[src/rtl/scan_test_ctrl.sv]
// Directed scan-test sequencer for one chain: load pattern, capture, unload, compare.
// Optional MISR signature over unloaded bits is enabled by defining SCAN_CTRL_MISR_EN.
module scan_test_ctrl #(
  parameter int unsigned CHAIN_LEN = 2
) (
  input  logic                 clk,
  input  logic                 reset,
  input  logic                 start_i,
  input  logic [CHAIN_LEN-1:0] pattern_i,
  input  logic [CHAIN_LEN-1:0] expect_i,
  input  logic                 func_val_i,
  input  logic [3:0]           cap_cycles_i,
  input  logic                 scan_out_i,
  output logic                 scan_en_o,
  output logic                 scan_in_o,
  output logic                 in_o,
  output logic                 busy_o,
  output logic                 done_o,
  output logic [CHAIN_LEN-1:0] response_o,
  output logic                 fail_o,
  output logic [7:0]           pat_count_o
`ifdef SCAN_CTRL_MISR_EN
  , output logic [15:0]        signature_o
`endif
);

  localparam int unsigned KW = (CHAIN_LEN > 2) ? $clog2(CHAIN_LEN) : 1;

  typedef enum logic [2:0] {
    S_IDLE, S_LOAD, S_CAPTURE, S_UNLOAD, S_COMPARE, S_DONE
  } state_t;

  state_t               state_q;
  logic [KW-1:0]        k_q;
  logic [3:0]           c_q;
  logic [3:0]           cap_q;
  logic [CHAIN_LEN-1:0] pat_q;
  logic [CHAIN_LEN-1:0] exp_q;
  logic                 fv_q;
  logic                 scan_en_q;
  logic                 scan_in_q;
  logic                 in_q;
  logic                 busy_q;
  logic                 done_q;
  logic [CHAIN_LEN-1:0] response_q;
  logic                 fail_q;
  logic [7:0]           pat_count_q;
`ifdef SCAN_CTRL_MISR_EN
  logic [15:0]          sig_q;
`endif

  always_ff @(posedge clk) begin
    if (reset) begin
      state_q     <= S_IDLE;
      k_q         <= '0;
      c_q         <= '0;
      cap_q       <= '0;
      pat_q       <= '0;
      exp_q       <= '0;
      fv_q        <= 1'b0;
      scan_en_q   <= 1'b0;
      scan_in_q   <= 1'b0;
      in_q        <= 1'b0;
      busy_q      <= 1'b0;
      done_q      <= 1'b0;
      response_q  <= '0;
      fail_q      <= 1'b0;
      pat_count_q <= '0;
`ifdef SCAN_CTRL_MISR_EN
      sig_q       <= '0;
`endif
    end else begin
      case (state_q)
        S_IDLE: begin
          if (start_i) begin
            // pat_q holds the not-yet-presented bits, MSB aligned; the first bit goes out now
            pat_q      <= pattern_i << 1;
            scan_in_q  <= pattern_i[CHAIN_LEN-1];
            exp_q      <= expect_i;
            fv_q       <= func_val_i;
            cap_q      <= (cap_cycles_i == 4'd0) ? 4'd1 : cap_cycles_i;
            k_q        <= '0;
            response_q <= '0;
            scan_en_q  <= 1'b1;
            busy_q     <= 1'b1;
            state_q    <= S_LOAD;
          end
        end
        S_LOAD: begin
          if (k_q == KW'(CHAIN_LEN - 1)) begin
            c_q       <= '0;
            scan_en_q <= 1'b0;
            scan_in_q <= 1'b0;
            in_q      <= fv_q;
            state_q   <= S_CAPTURE;
          end else begin
            k_q       <= k_q + 1'b1;
            scan_in_q <= pat_q[CHAIN_LEN-1];
            pat_q     <= pat_q << 1;
          end
        end
        S_CAPTURE: begin
          if (c_q == cap_q - 4'd1) begin
            k_q       <= '0;
            in_q      <= 1'b0;
            scan_en_q <= 1'b1;
            state_q   <= S_UNLOAD;
          end else begin
            c_q <= c_q + 4'd1;
          end
        end
        S_UNLOAD: begin
          response_q <= {response_q[CHAIN_LEN-2:0], scan_out_i};
`ifdef SCAN_CTRL_MISR_EN
          sig_q <= {sig_q[14:0], sig_q[15] ^ sig_q[13] ^ sig_q[12] ^ sig_q[10] ^ scan_out_i};
`endif
          if (k_q == KW'(CHAIN_LEN - 1)) begin
            scan_en_q <= 1'b0;
            state_q   <= S_COMPARE;
          end else begin
            k_q <= k_q + 1'b1;
          end
        end
        S_COMPARE: begin
          // done and the new count become visible together in the DONE cycle
          fail_q      <= (response_q != exp_q);
          done_q      <= 1'b1;
          pat_count_q <= pat_count_q + 8'd1;
          state_q     <= S_DONE;
        end
        S_DONE: begin
          done_q  <= 1'b0;
          busy_q  <= 1'b0;
          state_q <= S_IDLE;
        end
        default: state_q <= S_IDLE;
      endcase
    end
  end

  assign scan_en_o   = scan_en_q;
  assign scan_in_o   = scan_in_q;
  assign in_o        = in_q;
  assign busy_o      = busy_q;
  assign done_o      = done_q;
  assign response_o  = response_q;
  assign fail_o      = fail_q;
  assign pat_count_o = pat_count_q;
`ifdef SCAN_CTRL_MISR_EN
  assign signature_o = sig_q;
`endif

endmodule

[config.mk]
export PLATFORM = sky130hd
export DESIGN_NAME = scan_test_ctrl
export DESIGN_NICKNAME = d
export VERILOG_FILES = /design/src/rtl/scan_test_ctrl.sv
export SDC_FILE = /design/constraint.sdc
export NUM_CORES = 1
export LEC_CHECK = 0
export CAP_MARGIN = 40
export CORE_ASPECT_RATIO = 1.1
export CORE_MARGIN = 5
export CORE_UTILIZATION = 55
export DETAILED_ROUTE_END_ITERATION = 8
export PLACE_DENSITY = 0.84
export SYNTH_ARGS = -nofsm -noshare
export SYNTH_HDL_FRONTEND = slang
export SYNTH_SLANG_ARGS = --single-unit
[constraint.sdc]
create_clock -name clk -period 3.48 [get_ports clk]
set_clock_uncertainty 0.05 [all_clocks]
set_input_delay 0.522 -clock clk [delete_from_list [all_inputs] [get_ports clk]]
set_output_delay 0.522 -clock clk [all_outputs]
set_load 0.02 [all_outputs]
# Yosys cells after proc, flatten, opt, wreduce, memory -nomap -nowiden

Index checks and enable logic that the tools add are counted.

Output and inout port bits: 16
Logic and storage cells: 81
Flip-flop bits (word level): 33

Add/sub/neg operators: 4
Reduce and logical (&&, ||, !) cells: 19
Mux-type cells: 29
Equality and inequality tests: 14

Operators with widths:

| kind                | count |
|---|---|
| $pmux 3 s5          | 1 |
| $mux 3              | 4 |
| $mux 4              | 3 |
| $ne 2x2->1 const B  | 6 |
| $reduce_and 3->1    | 4 |
| $reduce_bool 2->1   | 5 |
| $mux 1              | 9 |
| $add 8x1->8 const B | 1 |
| $pmux 1 s2          | 4 |
| $pmux 2 s2          | 2 |
| $pmux 4 s2          | 1 |
| $reduce_and 2->1    | 4 |
| $reduce_and 4->1    | 2 |
| $eq 3x2->1 const B  | 2 |
| $eq 3x3->1 const B  | 2 |
| $mux 2              | 3 |
| $pmux 1 s3          | 2 |
| $add 4x1->4 const B | 1 |
| $eq 4x4->1          | 1 |
| $logic_not 4->1     | 1 |
| $sub 4x1->4 const B | 1 |
| $eq 3x1->1 const B  | 1 |
| $logic_not 3->1     | 1 |
| $reduce_bool 3->1   | 1 |
| 4 further kinds     | 4 |

# Depth between registers and ports, before layout

Gate-level depths: netlist (run 1).

Depth after elaboration: 4
Gate-level depth with buffers: 8
Mapped depth without buffers: 7

# Least setup slack after synthesis (run 1)

Ideal clock, no wire load.

Path kind: flip-flop to flip-flop
From: register cap_q[0]
To: register c_q[1]
Library setup time: 128 ps
Arrival: 1512 ps
Required time: 3302 ps
Path buffers: 1
Cell stages (with the launch flop): 9
Path slack: 1790 ps
Cell sequence: dfxtp_1 inv_1 ha_1 xor2_1 nand3_2 or2_1 buf_2 a32oi_1 nor2_1

Longest elaborated chain between the ends: 4

Ends and longest elaborated chain:

| what                              | line | RTL |
|---|---|---|
| start, declared                   | 36   | `logic [3:0] cap_q;` |
| start signal, assigned            | 81   | `cap_q <= (cap_cycles_i == 4'd0) ? 4'd1 : cap_cycles_i;` |
| $sub 4x1->4                       | 103  | `if (c_q == cap_q - 4'd1) begin` |
| $eq 4x4->1                        | 103  |  |
| $ne 2x2->1 (no source line)       | --   |  |
| $reduce_and 3->1 (no source line) | --   |  |
| end signal, assigned              | 109  | `c_q <= c_q + 4'd1;` |
| end, declared                     | 35   | `logic [3:0] c_q;` |

Every way passes these cells.
A chain may end at the register's enable or synchronous reset.

# Final worst setup path (run 1)

From: register pat_count_q[3] (netlist: pat_count_o[3])
To: output port pat_count_o[3]

RTL lines:

| what                   | line | RTL |
|---|---|---|
| start, declared        | 47   | `logic [7:0] pat_count_q;` |
| start signal, assigned | 128  | `pat_count_q <= pat_count_q + 8'd1;` |
| end, declared          | 21   | `output logic [7:0] pat_count_o` |

No word-level cell between the ends.

==> results of run 1 <==
==> power groups by stage <==
stage	clock network [µW]	logic [µW]	registers, µW
after detailed placement	0	116	408
after CTS	241	117	400
after global placement	0	110	408
after floorplan	0	84.0	404
final	237	117	400
after global routing	259	129	403
==> sequential cells by signal (all words and copies together), names as in the netlist, 2 cells and up <==
signal	flops
c_q	4
exp_q	2
pat_count_o	8
response_o	2
state_q	3
cap_q	4
==> cells by family (layout without fill, tap and decap cells) <==
logic type               after synthesis  after routing  synth area share (%)
AO/OA/AOI/OAI                         41             41                  17.7
XOR/XNOR                              15             15                  9.33
adder cells (fa/ha/maj)                3              3                  2.41
buffers and inverters                 14             42                  4.59
flip-flops                            32             32                  41.2
multiplexers                           1              1                 0.644
AND/OR/NAND/NOR                       71             71                  24.1
==> per-layer routing <==
layer / track usage, % / part of all wire, % / wire, µm / up-vias
met1: 21.6 / 43 / 1430 / 620
met3: 5.66 / 5.4 / 177 / 4
met5: 0 / 0 / 0 / -
met4: 7.59 / 1.6 / 52 / 0
met2: 29.5 / 50 / 1630 / 41
li1: - / - / - / 669
==> how the worst min path moves through the flow <==
stage / startpoint / end / slack [ns]
after floorplan: fv_q$_SDFFE_PP0P_ / fv_q$_SDFFE_PP0P_ / 0.38
after global placement: fv_q$_SDFFE_PP0P_ / fv_q$_SDFFE_PP0P_ / 0.40
after detailed placement: fv_q$_SDFFE_PP0P_ / fv_q$_SDFFE_PP0P_ / 0.41
after CTS: fv_q$_SDFFE_PP0P_ / fv_q$_SDFFE_PP0P_ / 0.42
after global routing: exp_q[0]$_SDFFE_PP0P_ / exp_q[0]$_SDFFE_PP0P_ / 0.45
final: fv_q$_SDFFE_PP0P_ / fv_q$_SDFFE_PP0P_ / 0.42
==> placed cells by master (no fill, tap or decap), drive strengths merged, types with 3 or more instances in the layout <==
cell / instances
o21ai: 7
clkbuf: 7
xor2: 7
nand3: 4
nor3: 5
inv: 6
nand2: 23
nor2: 20
dfxtp: 32
a21oi: 22
ha: 3
xnor2: 7
nor2b: 3
clkdlybuf4s50: 28
==> through the flow <==
step,cell area [µm²],total power [µW]
CTS,1910,758
global placement,1830,517
finish,1910,754
floorplan,1560,488
detailed placement,1840,525
global route,1910,791
==> cell type report <==
type	count	area, µm²	area share [%]
Clock buffer	7	65.1	3.41
Inverter	6	22.5	1.18
Multi-Input combinational cell	131	843	44.2
Sequential cell	32	641	33.6
Tap cell	33	41.3	2.16
Timing Repair Buffer	29	295	15.5
==> metrics.csv, run 1 <==
stage,metric,value,unit
status,outcome,finished clean,
routing,drtPass1Iterations,4,
grt,antenna_found_initial,0,
logic_synthesis,yosysTopAreaCellShare,41.2,%
logic_synthesis,ys_seq_area_share,41.2,%
grt,grt_pass1_vias,1244,
critical_path,path_buf_inv,1,
placement,gp_congestion,0.836,
routing,drtIter0Drc,73,
die,die_x,60.7,µm
logic_synthesis,ys_ff_latch,32,
critical_path,end_kind,primary output,
clock_tree,cts_resized,0,
power_and_ir_drop,pwr-share-comb,15.5,%
power_and_ir_drop,p_int,552,µW
power_and_ir_drop,p_sw_share,26.9,%
critical_path,reg2reg_depth,5,
logic_synthesis,yosys_warnings,0,
die,die-area,3990,µm²
sta,setup_slack,1.49,ns
die,num_rows,20,
logic_synthesis,yosys-top-cells-area,"dfxtp_1 41%, a21oi_1 6.8%, nand2_1 5.6%, nor2_1 4.8%, xnor2_1 3.9%",
power_and_ir_drop,pwr-share-seq,53.0,%
power_and_ir_drop,total_leakage_power,0.000691,µW
clock_tree,cts_tree,built,
finish,diodes,0,
critical_path,max_stage_delay,0.64,ns
clock_tree,cts-root-buf,clkbuf_4,
sta,drv_slew,0,
critical_path,path_class,flop to primary output,
sta,fmax,504,MHz
clock_tree,cts_buffers,5,
routing,antenna_left,0,
sta,rsz0062_at_grt,no,
critical_path,crit_cells,1,
routing,routed_wl,3290,µm
grt,gr-total-overflow,0,
logic_synthesis,synthTopCellsByCount,"32 x dfxtp_1, 23 x nand2_1, 21 x a21oi_1, 20 x nor2_1",
critical_path,crit_required,2.91,ns
die,pin_count,29,
sta,relSlewSlack,60.3,%
finish,utilization,69.3,%
critical_path,worstSetupStartpointType,flop,
min_path,hold_class,flop to flop,
die,dieHeight,65.8,µm
logic_synthesis,syn_area,1560,µm²
routing,drc,0,
logic_synthesis,synth_top_cell_by_area,dfxtp_1,
sta,final_min_period_over_clock_period,57.1,%
finish,fillCellCount,221,
finish,final_nets,221,
power_and_ir_drop,clkPwrFrac,31.4,%
die,core-area,2750,µm²
min_path,min_delay_path_depth,2,
logic_synthesis,synth.avg_cell_area,8.79,µm²
critical_path,r2r_slack,1.58,ns
placement,port_buffers,28,
critical_path,crit_chain,clkdlybuf4s50_1,
critical_path,worstPathMaxFanout,5,
sta,worst_slew_pin_slew,0.592,ns
routing,viasPerCell,5.61,
sta,finalSetupViolCount,0,
placement,dp.cells,231,
clock_tree,clk_pin_slew_worst_paths,0.09,ns
critical_path,r2r-end,pat_count_o[5]$_SDFFE_PP0N_,
power_and_ir_drop,power_density,395,nW/µm²
critical_path,endpoint,pat_count_o[3],
sta,whs,0.419,ns
power_and_ir_drop,power.net_switching,203,µW
sta,setup-tns-final,0,ns
grt,track_usage,18.1,%
clock_tree,clock-sinks,32,
critical_path,r2r_start,state_q[2]$_SDFFE_PP0P_,
logic_synthesis,ys_types,42,
placement,hpwl,2420,µm
finish,drive_gt1_share,9.27,%
flow_run,drv_cap,0,
grt,grt_max_degree,21,
routing,post_drt_wl_per_cell,13.8,µm
finish,fin_cells,238,
clock_tree,post-cts-setup-buffers,0,
clock_tree,hold_buffers,0,
logic_synthesis,syn_nets,193,
clock_tree,htree_levels,2,
critical_path,worst_ep_arrival_time,1.41,ns
critical_path,slowest_stage,clkdlybuf4s50_1,
placement,place_ws,1.34,ns
logic_synthesis,syn-instance-count,177,
critical_path,crit_family,buffers and inverters,
finish,area_growth,22.7,%
routing,vias,1334,
critical_path,crit_start,pat_count_o[3]$_SDFFE_PP0N_,
logic_synthesis,synthArstFlopShare,0,%
sta,layout_min_cycle_time,1.99,ns
logic_synthesis,synth_ff_type,dfxtp_1,
clock_tree,clockBufferDepth,2,
power_and_ir_drop,ir_worst_vdd,0.000379,V
logic_synthesis,synth_edf_count,0,
grt,grt_pass1_wl,5510,µm
clock_tree,clkLatencyLatePin,0.34,ns
sta,hold_viol,0,
die,start_util,56.5,%
logic_synthesis,synth_most_common_cell,dfxtp_1,
No activity file was read; power rests on OpenSTA's default activity.
==> inputs of run 2 (changes only) <==
CORE_UTILIZATION = 51   (was 55)
PLACE_DENSITY = 0.78   (was 0.84)
clock period = 1.9 ns   (was 3.48 ns; I/O delays follow)
==> metrics.csv, run 2 (synthesized netlist as in run 1, its figures left out) <==
stage,metric,value,unit,change
status,outcome,finished clean,,
sta,relSlewSlack,66.3,%,+6.0 points
critical_path,path_class,flop to flop,,
power_and_ir_drop,ir_worst_vdd,0.000599,V,+58%
power_and_ir_drop,pwr-share-seq,47.3,%,-5.7 points
sta,fmax,569,MHz,
clock_tree,cts_buffers,5,,unchanged
grt,antenna_found_initial,0,,unchanged
sta,final_min_period_over_clock_period,92.5,%,
routing,highest_layer,met4,,
critical_path,r2r-end,c_q[1]$_SDFFE_PP0P_,,
routing,viasPerCell,5.51,,-1.8%
sta,hold_viol,0,,unchanged
routing,wl_met1,1520,µm,+6.7%
clock_tree,clk_pin_slew_worst_paths,0.09,ns,about the same
finish,layout_common_cells,"32 x dfxtp_1, 28 x clkdlybuf4s50_1, 23 x nand2_1",,
grt,grt_pass1_wl,5980,µm,+8.6%
power_and_ir_drop,p_int,1150,µW,+110%
power_and_ir_drop,clkPwrFrac,38.2,%,+6.8 points
sta,rsz0062_at_grt,no,,
clock_tree,hold_buffers,0,,unchanged
finish,final_nets,224,,+1.4%
die,pin_count,29,,unchanged
clock_tree,clock-sinks,32,,unchanged
finish,fin_cells,243,,+2.1%
clock_tree,htree_levels,2,,unchanged
routing,wl_met3,182,µm,+2.8%
die,dieHeight,67.9,µm,+3.3%
critical_path,path_buf_inv,1,,unchanged
clock_tree,clockBufferDepth,2,,unchanged
die,die-area,4250,µm²,+6.6%
placement,dp.cells,235,,+1.7%
finish,drive_gt1_share,11.5,%,+2.2 points
placement,gp_congestion,0.884,,+5.7%
min_path,min_delay_path_depth,2,,unchanged
power_and_ir_drop,total_leakage_power,0.000720,µW,+4.2%
placement,hpwl,2470,µm,+2.2%
finish,fillCellCount,259,,+17%
die,start_util,51.9,%,-4.6 points
critical_path,crit_start,cap_q[0]$_SDFFE_PP0P_,,
critical_path,slowest_stage,dfxtp_1,,
critical_path,crit_family,simple AND/OR/NAND/NOR gates,,
sta,worst_slew_pin_slew,0.504,ns,-0.0876 ns
placement,port_buffers,28,,unchanged
routing,drc,0,,unchanged
power_and_ir_drop,pwr-share-comb,14.5,%,-1.0 points
finish,largest_reg_flops,8,,unchanged
critical_path,reg2reg_depth,7,,+2
grt,gr-total-overflow,0,,unchanged
finish,diodes,0,,unchanged
die,num_rows,21,,+5.0%
clock_tree,cts_tree,built,,
routing,post_drt_wl_per_cell,14.0,µm,+1.5%
critical_path,endpoint,c_q[1]$_SDFFE_PP0P_,,
critical_path,r2r_slack,0.14,ns,-1.44 ns
sta,drv_slew,0,,unchanged
critical_path,r2r_start,cap_q[0]$_SDFFE_PP0P_,,
critical_path,crit_chain,"inv_1, ha_1, xor2_1, nand3_2, or2_4, a32oi_1, nor2_1",,
routing,dr_wl_met2,1630,µm,about the same
routing,antenna_left,0,,unchanged
finish,area_growth,25.8,%,
finish,final_common_cell,dfxtp_1,,
sta,setup-tns-final,0,ns,unchanged
die,core-area,3000,µm²,+8.8%
clock_tree,cts-root-buf,clkbuf_4,,
routing,vias,1338,,+0.30%
critical_path,crit_required,2.08,ns,-0.83 ns
die,die_x,62.7,µm,+3.2%
clock_tree,clkLatencyLatePin,0.34,ns,about the same
sta,finalSetupViolCount,0,,unchanged
critical_path,worstPathMaxFanout,6,,+1
critical_path,end_kind,flop,,
critical_path,crit_cells,7,,+6
grt,grt_max_degree,26,,+24%
sta,layout_min_cycle_time,1.76,ns,
power_and_ir_drop,power.net_switching,389,µW,+92%
power_and_ir_drop,power_density,789,nW/µm²,+99%
flow_run,drv_cap,0,,unchanged
critical_path,worstSetupStartpointType,flop,,
critical_path,max_stage_delay,0.37,ns,-0.27 ns
routing,drtIter0Drc,82,,+12%
power_and_ir_drop,p_sw_share,25.2,%,-1.7 points
critical_path,worst_ep_arrival_time,1.93,ns,+0.52 ns
grt,grt_pass1_vias,1348,,+8.4%
min_path,hold_class,flop to flop,,
routing,routed_wl,3400,µm,+3.6%
grt,track_usage,17.6,%,-0.52 points
routing,drtPass1Iterations,4,,unchanged
-- run 2: worst min path at each step --
| stage | end | from | slack (ns) |
|---|---|---|---|
| detailed placement | fv_q$_SDFFE_PP0P_ | fv_q$_SDFFE_PP0P_ | 0.40 |
| floorplan | fv_q$_SDFFE_PP0P_ | func_val_i | 0.37 |
| CTS | fv_q$_SDFFE_PP0P_ | fv_q$_SDFFE_PP0P_ | 0.42 |
| global placement | fv_q$_SDFFE_PP0P_ | fv_q$_SDFFE_PP0P_ | 0.39 |
| global route | pat_q[1]$_SDFFE_PP0P_ | pattern_i[0] | 0.44 |
| finish | fv_q$_SDFFE_PP0P_ | fv_q$_SDFFE_PP0P_ | 0.42 |
-- run 2: area by class of cell --
class | instances | area (µm²) | area share, %
tap | 34 | 42.5 | 2.17
clock buffer | 7 | 65.1 | 3.32
inverter | 6 | 22.5 | 1.15
multi-input combinational | 131 | 846 | 43.2
clock inverter | 1 | 30.0 | 1.53
timing repair buffer | 32 | 310 | 15.9
sequential | 32 | 641 | 32.7
-- run 2: tightest hold or removal path, delay by kind of cell, from the launching register on --
kind | cells | cell delay [ns]
AO/OA/AOI/OAI | 1 | 0.05
flip-flops | 1 | 0.32
AND/OR/NAND/NOR | 1 | 0.05
-- run 2: routing by layer --
layer / global-route usage, % / vias up
li1: - / 665
met5: 0 / -
met2: 31.5 / 37
met3: 6.57 / 8
met1: 19.2 / 628
met4: 6.63 / 0
-- run 2: timing repair --
item                       in CTS  in global routing
hold endpoints to repair        0                  0
setup endpoints to repair       0                  2
gates resized for setup         0                  1
buffers inserted                0                  0
-- run 2: power by group through the flow --
stage	clock, µW	sequential (µW)	combinational [µW]
after detailed placement	0	745	223
after CTS	600	730	224
after global routing	636	736	248
after floorplan	0	739	154
after global placement	0	743	214
final	589	730	224
-- run 2: stage by stage --
stage          setup slack [ns]  cell area [µm²]  util, %  power (µW)  hold WS [ns]
3_5_place_dp             0.0858             1860     62.1         967         0.402
4_1_cts                  0.0801             1950     65.2        1550         0.418
6_report                  0.143             1960     65.3        1540         0.419
3_3_place_gp              0.179             1860     62.1         957         0.393
2_1_floorplan             0.210             1560        -         893         0.371
5_1_grt                  0.0432             1960     65.3        1620         0.436
==> inputs of run 3 (changes only) <==
SKIP_CTS_REPAIR_TIMING = 1   (was default)
==> results of run 3 <==
The final DEF is identical to that of run 2; final timing and power are the same.
